==> src/rtl/viterbi_dec_param.sv <==
// viterbi_dec_param
// Hard-decision Viterbi decoder for rate-1/R, constraint-length K
// convolutional codes. A frame is accepted on start, decoded with one
// trellis stage per cycle (all NS add-compare-select units in parallel),
// then traced back through the survivor memory one bit per cycle.
//
// Ports
//   clk      rising-edge clock
//   rst      asynchronous active-low reset
//   start    frame request, sampled only while idle
//   codein   received frame, first-transmitted bit in the MSB
//   gens     generator j at gens[j*K +: K], tap K-1 is the current input
//   term     1: trace back from state 0, 0: from the minimum-metric state
//   busy     frame in progress
//   done     one-cycle pulse when codeout/metric are updated
//   codeout  decoded message, first decoded bit in the MSB
//   metric   path metric of the traceback start state
module viterbi_dec_param #(
    parameter int R      = 2,
    parameter int K      = 3,
    parameter int LENOUT = 5,
    parameter int MW     = 8
) (
    input  logic                  clk,
    input  logic                  rst,
    input  logic                  start,
    input  logic [R*LENOUT-1:0]   codein,
    input  logic [R*K-1:0]        gens,
    input  logic                  term,
    output logic                  busy,
    output logic                  done,
    output logic [LENOUT-1:0]     codeout,
    output logic [MW-1:0]         metric
);
    localparam int LENIN = R * LENOUT;
    localparam int NS    = 1 << (K - 1);
    localparam int SW    = K - 1;
    localparam int TW    = $clog2(LENOUT);
    localparam logic [TW-1:0] LAST   = TW'(LENOUT - 1);
    localparam logic [MW-1:0] PM_MAX = '1;

    typedef enum logic [2:0] {IDLE, ACS, SELECT, FETCH, TRACE} state_t;

    state_t              state_reg, state_next;
    logic [TW-1:0]       cnt_reg;
    logic [LENIN-1:0]    cin_reg;
    logic [R*K-1:0]      gens_reg;
    logic                term_reg;
    logic [MW-1:0]       pm_reg   [NS];
    logic [MW-1:0]       pm_next  [NS];
    logic [NS-1:0]       dec_next;
    logic [NS-1:0]       surv_mem [LENOUT];
    logic [NS-1:0]       row_reg;
    logic [SW-1:0]       trace_state_reg;
    logic [LENOUT-2:0]   dec_reg;
    logic [MW-1:0]       metric_sel_reg;
    logic                done_reg;
    logic [LENOUT-1:0]   codeout_reg;
    logic [MW-1:0]       metric_reg;
    logic [R-1:0]        sym;
    logic [SW-1:0]       best_idx;
    logic [MW-1:0]       best_pm;
    logic [SW-1:0]       sel_state;
    logic                trace_bit;

    // Path metric plus Hamming branch metric, clamped at PM_MAX. The sum
    // carries one extra bit, enough for PM_MAX + R with R <= 4.
    function automatic logic [MW-1:0] sat_add_bm(
        input logic [MW-1:0]  pm,
        input logic [R-1:0]   rx,
        input logic [R*K-1:0] g,
        input logic [K-1:0]   taps
    );
        logic [MW:0] sum;
        sum = {1'b0, pm};
        for (int j = 0; j < R; j++) begin
            if ((^(g[j*K +: K] & taps)) != rx[j]) begin
                sum = sum + (MW+1)'(1);
            end
        end
        return (sum > {1'b0, PM_MAX}) ? PM_MAX : sum[MW-1:0];
    endfunction

    // Current symbol: the frame register shifts left by R per stage, so
    // symbol bit j is always at LENIN-1-j.
    always_comb begin
        sym = '0;
        for (int j = 0; j < R; j++) begin
            sym[j] = cin_reg[LENIN-1-j];
        end
    end

    // One ACS unit per next state n. Predecessors are {n[K-3:0], b}; the
    // encoder register seen on that branch is {u, pred} with u = n[K-2].
    for (genvar gi = 0; gi < NS; gi++) begin : g_acs
        localparam logic [SW-1:0] N  = SW'(gi);
        localparam logic [SW-1:0] P0 = {N[SW-2:0], 1'b0};
        localparam logic [SW-1:0] P1 = {N[SW-2:0], 1'b1};
        logic [MW-1:0] cand0, cand1;
        assign cand0 = sat_add_bm(pm_reg[P0], sym, gens_reg, {N[SW-1], P0});
        assign cand1 = sat_add_bm(pm_reg[P1], sym, gens_reg, {N[SW-1], P1});
        // Strict compare so that b=0 wins ties
        assign pm_next[gi]  = (cand1 < cand0) ? cand1 : cand0;
        assign dec_next[gi] = (cand1 < cand0);
    end

    // Minimum-metric state, lowest index wins ties
    always_comb begin
        best_idx = '0;
        best_pm  = pm_reg[0];
        for (int i = 1; i < NS; i++) begin
            if (pm_reg[i] < best_pm) begin
                best_pm  = pm_reg[i];
                best_idx = SW'(i);
            end
        end
        sel_state = term_reg ? '0 : best_idx;
    end

    assign trace_bit = trace_state_reg[SW-1];

    always_ff @(posedge clk or negedge rst) begin
        if (!rst) begin
            state_reg <= IDLE;
        end else begin
            state_reg <= state_next;
        end
    end

    always_comb begin
        state_next = state_reg;
        case (state_reg)
            IDLE:    if (start) state_next = ACS;
            ACS:     if (cnt_reg == LAST) state_next = SELECT;
            SELECT:  state_next = FETCH;
            FETCH:   state_next = TRACE;
            TRACE:   if (cnt_reg == '0) state_next = IDLE;
            default: state_next = IDLE;
        endcase
    end

    always_ff @(posedge clk or negedge rst) begin
        if (!rst) begin
            cnt_reg         <= '0;
            cin_reg         <= '0;
            gens_reg        <= '0;
            term_reg        <= 1'b0;
            row_reg         <= '0;
            trace_state_reg <= '0;
            dec_reg         <= '0;
            metric_sel_reg  <= '0;
            done_reg        <= 1'b0;
            codeout_reg     <= '0;
            metric_reg      <= '0;
            for (int i = 0; i < NS; i++) pm_reg[i] <= '0;
            for (int i = 0; i < LENOUT; i++) surv_mem[i] <= '0;
        end else begin
            done_reg <= 1'b0;
            case (state_reg)
                IDLE: begin
                    if (start) begin
                        cin_reg  <= codein;
                        gens_reg <= gens;
                        term_reg <= term;
                        cnt_reg  <= '0;
                        for (int i = 0; i < NS; i++) begin
                            pm_reg[i] <= (i == 0) ? '0 : PM_MAX;
                        end
                    end
                end
                ACS: begin
                    for (int i = 0; i < NS; i++) pm_reg[i] <= pm_next[i];
                    surv_mem[cnt_reg] <= dec_next;
                    cin_reg <= cin_reg << R;
                    // Counter parks at LAST, which is where traceback starts
                    if (cnt_reg != LAST) cnt_reg <= cnt_reg + TW'(1);
                end
                SELECT: begin
                    trace_state_reg <= sel_state;
                    metric_sel_reg  <= pm_reg[sel_state];
                end
                FETCH: begin
                    // Survivor rows are read through a register; prime it
                    // with the last stage before traceback begins.
                    row_reg <= surv_mem[LAST];
                end
                TRACE: begin
                    trace_state_reg <= {trace_state_reg[SW-2:0], row_reg[trace_state_reg]};
                    dec_reg <= {trace_bit, dec_reg[LENOUT-2:1]};
                    if (cnt_reg != '0) begin
                        row_reg <= surv_mem[cnt_reg - TW'(1)];
                        cnt_reg <= cnt_reg - TW'(1);
                    end else begin
                        done_reg    <= 1'b1;
                        codeout_reg <= {trace_bit, dec_reg};
                        metric_reg  <= metric_sel_reg;
                    end
                end
                default: ;
            endcase
        end
    end

    assign busy    = (state_reg != IDLE);
    assign done    = done_reg;
    assign codeout = codeout_reg;
    assign metric  = metric_reg;

endmodule
==> config.mk <==
export PLATFORM = sky130hd
export DESIGN_NAME = viterbi_dec_param
export DESIGN_NICKNAME = d
export VERILOG_FILES = /design/src/rtl/viterbi_dec_param.sv
export SDC_FILE = /design/constraint.sdc
export NUM_CORES = 1
export LEC_CHECK = 0
export CORE_UTILIZATION = 60
export DETAILED_ROUTE_END_ITERATION = 16
export DONT_BUFFER_PORTS = 1
export GPL_TIMING_DRIVEN = 0
export PLACE_DENSITY_LB_ADDON = 0.2
export SYNTH_ARGS = -nofsm -noshare
export SYNTH_HDL_FRONTEND = slang
export SYNTH_SLANG_ARGS = --single-unit
export TNS_END_PERCENT = 30
==> constraint.sdc <==
create_clock -name clk -period 13.8 [get_ports clk]
set_input_delay 2.07 -clock clk [delete_from_list [all_inputs] [get_ports clk]]
set_output_delay 2.07 -clock clk [all_outputs]
set_load 0.005 [all_outputs]
== Yosys cells after proc, flatten, opt, wreduce, memory -nomap -nowiden ==
Index checks and enable logic that the tools add are counted.
Storage, ports and cells
  bits in registers: 107
  output and inout port bits: 15
  word-level logic and storage cells: 175
Cells by class
  $add $sub $neg: 14
  order comparisons: 20
  equality and inequality tests: 25
  muxes and demuxes: 62
  bitwise gates (word level): 4
  reductions and logical operators: 29
Operator list (number)
  $mux W9: 16
  $mux W8: 16
  $add A9 B1 Y9 const B: 8
  $gt A9 B8 Y1 const B: 8
  $pmux W32 S2: 1
  $lt A8 B8 Y1: 7
  $reduce_xor A3 Y1: 14
  $add A8 B1 Y9 const B: 4
  $mux W32: 1
  $bwmux W20: 1
  $pmux W10 S2: 1
  $mux W3: 6
  $bmux W8 S2: 1
  $mux W4: 4
  $pmux W3 S5: 1
  $ne A1 B1 Y1: 14
  $bmux W4 S3: 1
  $demux W4 S3: 1
  $mux W10: 1
  $ne A2 B2 Y1 const B: 5
  $pmux W3 S3: 1
  $reduce_bool A3 Y1: 3
  $ge A4 B4 Y1 const B: 2
  $not A3 Y4: 2
  other kinds (22): 35

== Longest topological paths before layout ==
Gate-level depths: netlist (run 1).
  word-level depth: 11
  depth in mapped cells: 28

== Worst setup path after synthesis (run 1) ==
Ideal clock, no wire load.
  kind: reg-to-reg
  start: register pm_reg[26] (netlist bit)
  end: register metric_sel_reg[1]
  arrival time: 5.103 ns
  path slack: 8.587 ns
  stages on the path, launching flop included: 27
  buffers on the path: 3
  clock period less this slack: 5.213 ns
  cell sequence: dfrtp_1 > clkbuf_1 > inv_1 > ha_1 > o21ai_0 > o21bai_1 > a21oi_1 > clkbuf_1 > nor2_1 > a21oi_1 > ha_1 > a211o_1 > nor3_1 > o21a_1 > o21ai_1 > nand2_1 > clkbuf_1 > a21oi_1 > ha_1 > a21oi_1 > nor2b_1 > o21ai_0 > nand2_1 > nor2_1 > o21ai_0 > and3_1 > o41ai_1
On the way
  cells in the longest elaborated chain, start to end: 11
  elaborated cells between the ends (all ways): 13
  classes of those cells: order compare (3); mux (9); bitwise (1)
Ends and longest elaborated chain
  start, declared: line 49  | logic [MW-1:0] pm_reg [NS];
  start signal, assigned by index: line 167  | pm_reg[i] <= (i == 0) ? '0 : PM_MAX;
  $lt A8 B8 Y1: line 112  | if (pm_reg[i] < best_pm) begin
  $mux W8: line 112
  $lt A8 B8 Y1: line 112
  $mux W8: line 112
  $lt A8 B8 Y1: line 112
  $mux W2 *: line 112
  $mux W2 *: line 117  | sel_state = term_reg ? '0 : best_idx;
  $not A2 Y3 (not written as such) *: line 180  | metric_sel_reg <= pm_reg[sel_state];
  $bmux W8 S2 *: line 180
  $mux W8 (not written as such) * (2 in series): line 180
  end signal, assigned: line 180
  end, declared: line 56  | logic [MW-1:0] metric_sel_reg;
Every way passes the cells marked *; elsewhere a longest branch is shown, timed or not. The select of a mux whose other input is x is not followed.
A chain may end at the register's enable or synchronous reset.

== Worst setup path in the final report (run 1) ==
  start: register pm_reg[26] (netlist bit)
  end: register metric_sel_reg[5]
The elaborated chain is that of the path after synthesis.

==> qor.yml, run 1 <==
floorplan:
  die_h_um: 133
  die_w_um: 133
  io_pins: 35
  fp.dieArea_um2: 17800
  core-area_um2: 16700
  row_count: 47
  start_util_pct: 62.1
worst_setup_path:
  cp-end-kind: "flop"
  required_ns: 14.04
  crit_start: "pm_reg[26]"
  cp_slowest_cell: "clkbuf_1"
  reg2reg_to: "metric_sel_reg[5]"
  worstSetupPathType: "flop to flop"
  crit_fanout: 10
  crit_end: "metric_sel_reg[5]"
  max_stage_delay_ns: 0.44
  rrSetupSlack_ns: 7.07
  r2r_start: "pm_reg[26]"
  reg2regPathDepth: 26
  crit_path_start_kind: "flop"
  arrival_ns: 6.97
  critPathMostFrequentCell: "a21oi_1"
clock_tree:
  clkSinkCount: 107
  cts_hold_buf: 0
  clk_latency_ns: 0.36
  htree_num_levels: 3
  post_cts_buffers: 0
  cts_inserted_buffers: 9
  max-clock-path-buffers: 2
  path_clk_slew_ns: 0.08
  post_cts_resized: 0
  cts-root-buf: "clkbuf_16"
  cts_tree: "built"
timing:
  slew_viol_final: 0
  worstMarginPinSlew_ns: 1.02
  final_min_period_over_clock_period_pct: 48.8
  slew-limit-headroom_pct: 31.6
  setup_tns_ns: 0
  max_freq_mhz: 148
  setup_viol: 0
  hold_viol_final: 0
  period_minus_slack_ns: 6.73
  rsz0062_at_grt: "no"
  final.setup_skew_ns: 0.00699
global_routing:
  overflow: 0
  grt_max_degree: 108
  first_global_vias: 8923
  grt_util_all_layers_pct: 35.0
  grt_antenna_before_repair: 0
  grt_pass1_wl_mm: 48.0
place:
  placedCellCount: 1493
  gp_congestion: 0.981
  port_buffers: 0
  dp_hpwl_mm: 23.3
status:
  status: "completed"
cells_and_area:
  final_cell_mix: "nand2_1 (178), dfrtp_1 (107), nor2_1 (97), a21oi_1 (72), ha_1 (64)"
  largest_register_ffs: 32
  final_common_cell: "nand2_1"
  drive_gt1_share_pct: 8.30
  area_growth_pct: 5.56
  fin_nets: 1368
  fin_cells: 1511
hold_path:
  hold_path_class: "flop to flop"
synthesis:
  synth-edff-count: 0
  synth.avg_cell_area_um2: 8.15
  synth_mux_area_share_pct: 6.12
  synth_compound_area_share_pct: 21.4
  async_flop_share_pct: 100
  yosys.cell_types.count: 100
  synth_top_family_by_area: "simple AND/OR/NAND/NOR gates"
  ys_seq_area_share_pct: 25.8
  synth_area_um2: 10400
  yosys.area_share.adder_pct: 7.72
  syn_inst: 1273
  yosys_warnings: 0
  synth_top_flop_cell: "dfrtp_1"
  ys_ff_latch: 107
  synth-simple-area-share_pct: 22.6
  syn_nets: 1357
  synth-xor-area-share_pct: 10.9
routing:
  vias_per_cell: 6.54
  first_iter_violations: 1352
  drt_drc_violations_left: 0
  ant_nets: 0
  wire_per_inst_um: 20.3
  first_pass_iters: 5
  drt_wl_total_mm: 30.7
  vias: 9878
job:
  max_cap_viol_count: 0
[cell type report]
type,count,area [um^2]
antenna,2,5.00
fill,1478,5750
clock inverter,7,70.1
clock buffer,9,225
sequential,107,2680
buffer,86,383
tap,220,275
multi-input combinational,1034,7140
inverter,46,173
[routing by layer]
metal | part of all wire, % | global-route usage (%) | vias up
li1 | - | - | 4643
met1 | 43 | 49.5 | 4625
met2 | 42 | 50.6 | 530
met3 | 11 | 9.02 | 78
met4 | 3.5 | 14.5 | 2
met5 | 0.11 | 1.39 | -
[Yosys cell counts (5+ instances only)]
library cell	instances	area, um^2
nand2_1	178	668
dfrtp_1	107	2680
nor2_1	97	364
a21oi_1	72	360
ha_1	64	801
clkbuf_1	59	221
xnor2_1	58	508
o21ai_0	55	275
nand3_1	53	265
nor3_1	51	255
inv_1	45	169
a31oi_1	30	188
mux2_2	27	304
xor2_1	27	236
and2_1	26	163
mux2i_1	21	210
nor2b_1	15	93.8
a211oi_1	14	105
nand4_1	14	87.6
o31ai_1	13	97.6
a21o_1	12	90.1
nand2b_1	11	68.8
o21ai_1	10	50.1
and3_1	9	56.3
buf_1	9	33.8
o211ai_1	9	67.6
a41oi_1	8	70.1
buf_2	8	40.0
o22ai_1	7	43.8
nand3b_1	6	45.0
nor4_1	6	37.5
o32ai_1	6	52.6
o41ai_1	6	52.6
a31o_2	5	43.8
buf_4	5	37.5
o2111ai_1	5	43.8
o221ai_1	5	43.8
[worst max-delay path, delay by kind of cell (launching register included)]
kind,cells,cell delay (ns)
compound gates,12,2.72
buf+inv,4,1.44
simple gates,7,1.13
fa+ha+maj,3,0.89
flops,1,0.42
[worst min-delay path by stage]
| stage | from | to | slack [ns] | depth (start not counted) |
|---|---|---|---|---|
| floorplan | dec_reg[0] | dec_reg[0] | 0.44 | 2 |
| global placement | surv_mem[19] | surv_mem[19] | 0.46 | 2 |
| detailed placement | surv_mem[11] | surv_mem[11] | 0.47 | 2 |
| CTS | surv_mem[11] | surv_mem[11] | 0.49 | 2 |
| global route | surv_mem[16] | surv_mem[16] | 0.51 | 2 |
| finish | surv_mem[11] | surv_mem[11] | 0.48 | 2 |
[cells by family (layout without fill, tap and decap cells)]
kind of cell             Yosys count  in the layout
flip-flops                       107            107
multiplexers                      54             54
AND/OR/NAND/NOR                  495            495
other                              0              2
XOR/XNOR                         103            103
AO/OA/AOI/OAI                    318            318
buffers and inverters            132            148
adder cells (fa/ha/maj)           64             64
[metrics by stage]
stage	utilization, %	cell area (um^2)	setup slack [ns]	hold slack, ns
5_1_grt	65.5	10900	6.53	0.513
3_3_place_gp	63.7	10600	7.49	0.459
6_report	65.5	10900	7.07	0.484
4_1_cts	65.5	10900	7.24	0.486
2_1_floorplan	-	10400	8.59	0.442
3_5_place_dp	63.7	10600	7.29	0.469
Power of run 1 is not shown: default switching activity piles up to over one toggle a cycle in this logic, so the estimate is an artifact.
==> run 2, diff against run 1 <==
clock period = 5.6 ns   (was 13.8 ns; I/O delays follow)
==> qor.yml, run 2 (synthesis results as in run 1) <==
status:
  status: "completed"
timing:
  worstMarginPinSlew_ns: 1.03
  slew-limit-headroom_pct: 31.4
  slew_viol_final: 0
  hold_viol_final: 0
  final.setup_skew_ns: 0.00856
  period_minus_slack_ns: 5.37
  final_min_period_over_clock_period_pct: 95.9
  setup_viol: 0
  max_freq_mhz: 186
routing:
  first_pass_iters: 6
  drt_drc_violations_left: 0
  vias: 9990
  ant_nets: 0
  first_iter_violations: 1238
  wire_per_inst_um: 20.4
  vias_per_cell: 6.57
  drt_wl_total_mm: 31.1
floorplan:
  die_h_um: 133
  core-area_um2: 16700
  fp.dieArea_um2: 17800
  io_pins: 35
  die_w_um: 133
  start_util_pct: 62.1
  row_count: 47
cells_and_area:
  final_cell_mix: "nand2_1 (177), dfrtp_1 (100), nor2_1 (95), a21oi_1 (68), ha_1 (64)"
  fin_nets: 1379
  area_growth_pct: 7.64
  final_area_um2: 11200
  largest_register_ffs: 32
  final_common_cell: "nand2_1"
  drive_gt1_share_pct: 12.0
  post-route-util_pct: 66.8
clock_tree:
  htree_num_levels: 3
  cts_inserted_buffers: 9
  clk_latency_ns: 0.37
  path_clk_slew_ns: 0.08
  cts_tree: "built"
  max-clock-path-buffers: 2
  cts_hold_buf: 0
  clkSinkCount: 107
  cts-root-buf: "clkbuf_16"
place:
  placed_area_um2: 10600
  dp_hpwl_mm: 23.3
  port_buffers: 0
  gp_congestion: 0.981
hold_path:
  hold_path_class: "input pin to async pin"
worst_setup_path:
  rrSetupSlack_ns: 0.23
  arrival_ns: 5.61
  worstSetupPathType: "flop to flop"
  required_ns: 5.85
  cp-end-kind: "flop"
  crit_start: "pm_reg[17]"
  r2r_start: "pm_reg[17]"
  crit_path_start_kind: "flop"
  crit_fanout: 10
job:
  max_cap_viol_count: 0
global_routing:
  overflow: 0
  grt_util_all_layers_pct: 35.2
  grt_max_degree: 108
  grt_pass1_wl_mm: 48.2
  first_global_vias: 8915
  grt_antenna_before_repair: 0
-- run 2: changes by cell type in the layout (fill, tap and decap cells not counted), sizes merged --
cell and change:
diode -1, buf +19, clkbuf -8, clkinvlp +2, inv -2
-- run 2: repair_timing --
action                     CTS  global route
buffers inserted             4            12
setup endpoints to repair   10            10
resized for setup           10            36
pin swaps                    1             3
-- run 2: worst max-delay path, cell delays in order, from the launching register on --
cell and delay (ns):
dfrtp_1 0.45, ha_1 0.34, a211oi_2 0.28, o21bai_2 0.15, a21oi_2 0.24, buf_4 0.21, nor2_1 0.06, a21oi_2 0.15
ha_1 0.27, a211o_1 0.33, nor3_2 0.15, o21a_1 0.15, o21ai_1 0.16, nand2_2 0.17, buf_2 0.21, a21oi_1 0.10
ha_1 0.32, a21oi_1 0.15, nor2b_1 0.06, o21ai_0 0.17, nand2_1 0.13, nor2_2 0.17, nand4_1 0.20, and3_4 0.28
o41ai_1 0.37
-- run 2: final timing paths --
kind                                endpoint  cells after the start
hold / removal                     metric[6]                      0
min in group clk                 surv_mem[4]                      2
hold reg to reg                  surv_mem[4]                      2
setup / recovery           metric_sel_reg[5]                     24
max in group asynchronous          pm_reg[2]                      0
setup reg to reg           metric_sel_reg[5]                     24
-- run 2: final cells by class --
type / instances / area, um^2
Buffer: 81 / 375
Fill cell: 1443 / 5540
Tap cell: 220 / 275
Antenna cell: 1 / 2.50
Clock inverter: 7 / 70.1
Sequential cell: 107 / 2690
Clock buffer: 9 / 225
Multi-Input combinational cell: 1034 / 7230
Timing Repair Buffer: 16 / 120
Inverter: 46 / 180
-- run 2: layer usage --
layer	routed length, um	track usage (%)	vias to the layer above
li1	-	-	4650
met1	13100	49.9	4703
met2	13300	50.8	560
met3	3660	8.64	75
met4	1040	14.5	2
met5	34	1.39	-
-- run 2: metrics by stage --
| stage | std cells | TNS [ns] | worst slack (ns) | hold slack (ns) |
|---|---|---|---|---|
| 2_1_floorplan | 1273 | 0 | 0.387 | 0.442 |
| 3_3_place_gp | 1493 | -6.31 | -0.714 | 0.459 |
| 3_5_place_dp | 1493 | -8.33 | -0.905 | 0.469 |
| 4_1_cts | 1508 | 0 | 0.0196 | 0.163 |
| 5_1_grt | 1520 | -0.210 | -0.0503 | 0.165 |
| 6_report | 1521 | 0 | 0.232 | 0.173 |
Power of run 2 is left out for the same reason.
